<file path="config.mk">
export PLATFORM = sky130hd
export DESIGN_NAME = alu_issue_stage
export DESIGN_NICKNAME = d
export VERILOG_FILES = /design/src/rtl/alu_issue_stage.sv
export SDC_FILE = /design/constraint.sdc
export NUM_CORES = 1
export LEC_CHECK = 0
export BUFFER_PORTS_ARGS = -buffer_cell sky130_fd_sc_hd__buf_2
export CAP_MARGIN = 20
export CORE_AREA = 2 2 125 127
export CTS_CLUSTER_DIAMETER = 30
export CTS_CLUSTER_SIZE = 30
export DETAILED_ROUTE_END_ITERATION = 6
export DIE_AREA = 0 0 127 129
export GPL_TIMING_DRIVEN = 0
export PLACE_DENSITY = 0.82
export SYNTH_ARGS = -nofsm -noshare
export SYNTH_HDL_FRONTEND = slang
export SYNTH_SLANG_ARGS = --single-unit
</file>
<file path="constraint.sdc">
create_clock -name clk -period 10.34 [get_ports clk]
set_input_delay 1.551 -clock clk [delete_from_list [all_inputs] [get_ports clk]]
set_output_delay 1.551 -clock clk [all_outputs]
set_load 0.005 [all_outputs]
</file>
<file path="src/rtl/alu_issue_stage.sv">
// ALU issue stage: the ID/EX pipeline register plus operand forwarding.
//
// Captures one decoded instruction per clock and presents the ALU operands,
// function code and write-back controls to the execute stage. Operands are
// forwarded combinationally from the EX/MEM and MEM/WB results. EX/MEM wins
// when both match, and register 0 is never forwarded.
//
// Ports:
//   clk, reset                 clock, asynchronous active-high reset
//   stall, flush               hold current contents / load a bubble
//   id_*                       decoded instruction from the ID stage
//   exmem_*, memwb_*           forwarding sources (write enable, register, data)
//   alu_a, alu_b               ALU operands
//   alu_fun, alu_sign          ALU function code and signed mode
//   ex_store_data              forwarded rt value for stores
//   ex_rd, ex_regwrite         destination register and gated write enable
//   ex_valid                   slot holds a real instruction
//   fwd_a, fwd_b               forwarding select: 0 none, 1 exmem, 2 memwb
module alu_issue_stage (
    input  logic        clk,
    input  logic        reset,
    input  logic        stall,
    input  logic        flush,
    input  logic        id_valid,
    input  logic [31:0] id_rs_data,
    input  logic [31:0] id_rt_data,
    input  logic [31:0] id_imm,
    input  logic        id_alusrc_imm,
    input  logic [5:0]  id_alufun,
    input  logic        id_sign,
    input  logic [4:0]  id_rs,
    input  logic [4:0]  id_rt,
    input  logic [4:0]  id_rd,
    input  logic        id_regwrite,
    input  logic        exmem_regwrite,
    input  logic [4:0]  exmem_rd,
    input  logic [31:0] exmem_result,
    input  logic        memwb_regwrite,
    input  logic [4:0]  memwb_rd,
    input  logic [31:0] memwb_result,
    output logic [31:0] alu_a,
    output logic [31:0] alu_b,
    output logic [5:0]  alu_fun,
    output logic        alu_sign,
    output logic [31:0] ex_store_data,
    output logic [4:0]  ex_rd,
    output logic        ex_regwrite,
    output logic        ex_valid,
    output logic [1:0]  fwd_a,
    output logic [1:0]  fwd_b
);

    localparam logic [1:0] FwdNone  = 2'd0;
    localparam logic [1:0] FwdExmem = 2'd1;
    localparam logic [1:0] FwdMemwb = 2'd2;

    // ID/EX pipeline register
    logic        valid_q;
    logic [31:0] rs_data_q;
    logic [31:0] rt_data_q;
    logic [31:0] imm_q;
    logic        alusrc_imm_q;
    logic [5:0]  alufun_q;
    logic        sign_q;
    logic [4:0]  rs_q;
    logic [4:0]  rt_q;
    logic [4:0]  rd_q;
    logic        regwrite_q;

    logic [1:0]  sel_rs;
    logic [1:0]  sel_rt;
    logic [31:0] fwd_rs_val;
    logic [31:0] fwd_rt_val;

    // Forwarding select for each source register; EX/MEM is the younger
    // result, so it is checked first.
    always_comb begin
        sel_rs = FwdNone;
        if (exmem_regwrite && (exmem_rd != 5'd0) && (exmem_rd == rs_q)) begin
            sel_rs = FwdExmem;
        end else if (memwb_regwrite && (memwb_rd != 5'd0) && (memwb_rd == rs_q)) begin
            sel_rs = FwdMemwb;
        end

        sel_rt = FwdNone;
        if (exmem_regwrite && (exmem_rd != 5'd0) && (exmem_rd == rt_q)) begin
            sel_rt = FwdExmem;
        end else if (memwb_regwrite && (memwb_rd != 5'd0) && (memwb_rd == rt_q)) begin
            sel_rt = FwdMemwb;
        end
    end

    always_comb begin
        fwd_rs_val = rs_data_q;
        case (sel_rs)
            FwdExmem: fwd_rs_val = exmem_result;
            FwdMemwb: fwd_rs_val = memwb_result;
            default:  fwd_rs_val = rs_data_q;
        endcase

        fwd_rt_val = rt_data_q;
        case (sel_rt)
            FwdExmem: fwd_rt_val = exmem_result;
            FwdMemwb: fwd_rt_val = memwb_result;
            default:  fwd_rt_val = rt_data_q;
        endcase
    end

    always_ff @(posedge clk or posedge reset) begin
        if (reset) begin
            valid_q      <= 1'b0;
            rs_data_q    <= 32'd0;
            rt_data_q    <= 32'd0;
            imm_q        <= 32'd0;
            alusrc_imm_q <= 1'b0;
            alufun_q     <= 6'd0;
            sign_q       <= 1'b0;
            rs_q         <= 5'd0;
            rt_q         <= 5'd0;
            rd_q         <= 5'd0;
            regwrite_q   <= 1'b0;
        end else if (flush) begin
            valid_q      <= 1'b0;
            rs_data_q    <= 32'd0;
            rt_data_q    <= 32'd0;
            imm_q        <= 32'd0;
            alusrc_imm_q <= 1'b0;
            alufun_q     <= 6'd0;
            sign_q       <= 1'b0;
            rs_q         <= 5'd0;
            rt_q         <= 5'd0;
            rd_q         <= 5'd0;
            regwrite_q   <= 1'b0;
        end else if (stall) begin
            // Capture forwarded operands so a producer that retires while
            // we are stalled is not lost once it leaves the bypass network.
            rs_data_q <= fwd_rs_val;
            rt_data_q <= fwd_rt_val;
        end else begin
            valid_q      <= id_valid;
            rs_data_q    <= id_rs_data;
            rt_data_q    <= id_rt_data;
            imm_q        <= id_imm;
            alusrc_imm_q <= id_alusrc_imm;
            alufun_q     <= id_alufun;
            sign_q       <= id_sign;
            rs_q         <= id_rs;
            rt_q         <= id_rt;
            rd_q         <= id_rd;
            regwrite_q   <= id_regwrite & id_valid;
        end
    end

    always_comb begin
        alu_a         = fwd_rs_val;
        alu_b         = alusrc_imm_q ? imm_q : fwd_rt_val;
        ex_store_data = fwd_rt_val;
        fwd_a         = sel_rs;
        fwd_b         = alusrc_imm_q ? FwdNone : sel_rt;
        alu_fun       = alufun_q;
        alu_sign      = sign_q;
        ex_rd         = rd_q;
        ex_regwrite   = regwrite_q;
        ex_valid      = valid_q;
    end

endmodule

</file>
==> impl_metrics.py <==
metrics = {
    "timing": {
        "min_period_ns": 5.46,
        "max_freq_mhz": 183,
        "skew_ns": 0.00796,
        "rsz0062_at_grt": "no",
        "worst_pin_slew_ns": 0.963,
        "hold_violations": 0,
        "final_max_slew_viol_count": 0,
        "setup_viol": 0,
        "setup-tns-final_ns": 0,
        "relSlewSlack_pct": 35.8,
        "timing.hold.ws_ns": 0.523,
        "min_period_over_period_pct": 52.8,
    },
    "die": {
        "initial_core_util_pct": 49.5,
        "die_x_um": 127,
        "rows": 45,
        "die_area_um2": 16400,
        "ios": 315,
        "core_um2": 15000,
        "die_y_um": 129,
    },
    "global_routing": {
        "grt_util_met3_pct": 7.61,
        "top_usage_layer": "met2",
        "grtUsageMet1_pct": 46.5,
        "antenna_found_initial": 4,
        "grt_pass1_vias": 7882,
        "grt_max_degree": 70,
        "use_met2_pct": 60.1,
        "grt_overflow_total": 0,
        "grt_pass1_wl_um": 44500,
        "track_usage_pct": 36.0,
    },
    "placement": {
        "gp_congestion": 0.918,
        "dp_hpwl_um": 21700,
        "portBuffers": 314,
    },
    "logic_synthesis": {
        "synthSimpleGateAreaFrac_pct": 17.4,
        "syn_nets": 1005,
        "synth_cell_types": 36,
        "synth_seq_area_share_pct": 40.8,
        "ys_seq_elements": 121,
        "synth_area_per_cell_um2": 9.23,
        "synth_mux_area_share_pct": 11.7,
        "synth_top_family_by_area": "compound AO/OA/AOI/OAI gates",
        "synth_fa_ha_area_share_pct": 0,
        "synth_compound_area_share_pct": 23.1,
        "syn_area_um2": 7420,
        "synthCells": 804,
        "ys.warnings.count": 0,
        "synth_xor_area_share_pct": 2.36,
    },
    "flow_run": {
        "cap_violations": 0,
    },
    "route": {
        "vias_per_cell": 6.06,
        "first_pass_iters": 6,
        "drc": 0,
        "routed_wirelength_um": 29800,
        "post_drt_wl_per_cell_um": 22.2,
        "dr.first_iter.drc_count": 839,
        "drtAntennaViolNets": 0,
        "vias": 8141,
    },
    "clocking": {
        "cts_buffers": 17,
        "clkTransAtPathRegs_ns": 0.06,
        "clock-sinks": 121,
        "root_buffer": "clkbuf_16",
        "post_cts_resized": 0,
        "post_cts_buffers": 0,
        "cts_buffer_depth": 2,
        "ctsHoldBuffers": 0,
        "cts_max_level": 4,
        "insertion_delay_ns": 0.43,
        "tritoncts": "done",
    },
    "setup_path": {
        "reg2reg_to": "rt_data_q[26]",
        "crit_path_start_kind": "input port",
        "rrSetupSlack_ns": 7.89,
        "critPathMaxFanout": 10,
        "path_class": "in -> out",
        "r2r_start": "rt_q[4]",
        "path_cells": "buf_2 > nor4_1 > a211oi_1 > nand2_1 > clkbuf_1 > buf_1 > a21oi_1 > buf_2",
        "slowest_stage": "buf_1",
        "cpMostUsedCell": "buf_2",
        "crit_required_ns": 8.79,
        "cpPeakStageDelay_ns": 0.56,
        "reg2reg_depth": 7,
        "crit_path_end_kind": "primary output",
        "crit_arrival_ns": 3.91,
    },
    "finish": {
        "fin_nets": 1339,
        "syn_to_final_growth_pct": 33.9,
        "postLayoutCoreUtil_pct": 66.3,
        "drive_gt1_share_pct": 35.0,
    },
    "power": {
        "ir_drop_mv": 0.122,
        "p_leak_nw": 5.13,
        "p_per_area_nw_per_um2": 150,
    },
    "status": {
        "status": "completed",
    },
    "worst_hold_path": {
        "worstHoldPathCells": 2,
        "hold_end": "imm_q[16]",
        "hold_class": "reg -> reg",
        "worstHoldStart": "imm_q[16]",
    },
}
[cells in the mapped netlist, drive strengths merged]
library cell / instances / area (µm²)
or4: 1 / 7.51
or2: 1 / 6.26
buf: 22 / 135
o221ai: 32 / 280
o211a: 2 / 20.0
a22oi: 1 / 7.51
a31oi: 1 / 6.26
nor2b: 1 / 6.26
and4: 3 / 26.3
a21oi: 33 / 165
nor2: 156 / 586
o31ai: 63 / 473
nand4b: 1 / 8.76
nand2b: 3 / 18.8
nor4: 2 / 12.5
a311oi: 32 / 474
inv: 3 / 11.3
dfrtp: 121 / 3030
a211oi: 2 / 15.0
xnor2: 12 / 105
xor2: 8 / 70.1
clkbuf: 52 / 195
nor3: 1 / 5.00
a21boi: 32 / 263
o311ai: 1 / 8.76
mux2i: 87 / 871
nand2: 99 / 374
nand3b: 31 / 233
and2: 1 / 6.26
[cell usage in the layout (no fill, tap or decap), types with 31 or more instances in the layout]
cell      Yosys  final
nand3b_1     31     31
mux2i_1      87     87
clkbuf_1     52     53
a311oi_2     31     31
nand2_1      98     98
o31ai_1      63     63
nor2_1      156    156
dfrtp_1     121    121
o221ai_1     32     32
a21oi_1      33     33
buf_2         9    323
[through the flow]
stage / instances / area, µm² / total power, W / setup slack [ns]
2_1_floorplan: 804 / 7420 / 0.000671 / 5.57
3_3_place_gp: 1306 / 9230 / 0.000801 / 4.07
3_5_place_dp: 1307 / 9260 / 0.000808 / 4.89
6_report: 1343 / 9930 / 0.00149 / 4.88
4_1_cts: 1339 / 9920 / 0.00148 / 4.89
5_1_grt: 1341 / 9930 / 0.00153 / 4.73
[critical path: cells and delay by family]
family / cells / cell delay [ns]
compound gates: 2 / 0.38
buf+inv: 4 / 1.38
simple gates: 2 / 0.59
[per-layer routing]
| metal | share of wire [%] | up-vias |
|---|---|---|
| li1 | - | 3599 |
| met1 | 39 | 3904 |
| met2 | 48 | 541 |
| met3 | 9.6 | 95 |
| met4 | 3.3 | 2 |
| met5 | 0.044 | - |
[how the worst max path moves through the flow]
stage | cells past startpoint | slack, ns | end | from
after global routing | 8 | 4.73 | alu_a[25] | exmem_rd[0]
after global placement | 2 | 4.07 | rs_data_q[10] | reset
after detailed placement | 8 | 4.89 | alu_a[25] | exmem_rd[0]
final | 8 | 4.88 | alu_a[25] | exmem_rd[0]
after floorplan | 1 | 5.57 | alu_fun[0] | reset
after CTS | 8 | 4.89 | alu_a[25] | exmem_rd[0]
[final cells by class]
| class | instances | area, µm² |
|---|---|---|
| fillers | 1304 | 5050 |
| plain buffers | 74 | 330 |
| diodes | 4 | 10.0 |
| flip-flops and latches | 121 | 3030 |
| well taps | 188 | 235 |
| inverters | 3 | 16.3 |
| repair buffers | 315 | 1600 |
| multi-input cells | 606 | 4050 |
| clock inverters | 11 | 193 |
| clock buffers | 21 | 470 |
[where the power goes]
group,switching [W],internal [W],leakage [nW]
Sequential,0.0000130,0.000502,1.61
Combinational,0.000168,0.000123,3.20
Clock,0.000233,0.000447,0.319
Total,0.000414,0.00107,5.13
[sequential cells by signal, summed over array words and instances, names as in the netlist]
name,cells
imm_q,32
rs_data_q,32
rt_data_q,32
alu_fun,6
ex_rd,5
rs_q,5
rt_q,5
alu_sign,1
alusrc_imm_q,1
ex_regwrite,1
ex_valid,1
[cell families (layout without fill, tap and decap cells)]
family	after synthesis	in the layout
multiplexers	87	87
buffers and inverters	77	424
other	0	4
AND/OR/NAND/NOR	300	300
AO/OA/AOI/OAI	199	199
flip-flops	121	121
XOR/XNOR	20	20
Note: power is estimated with default switching activity, not from simulation.
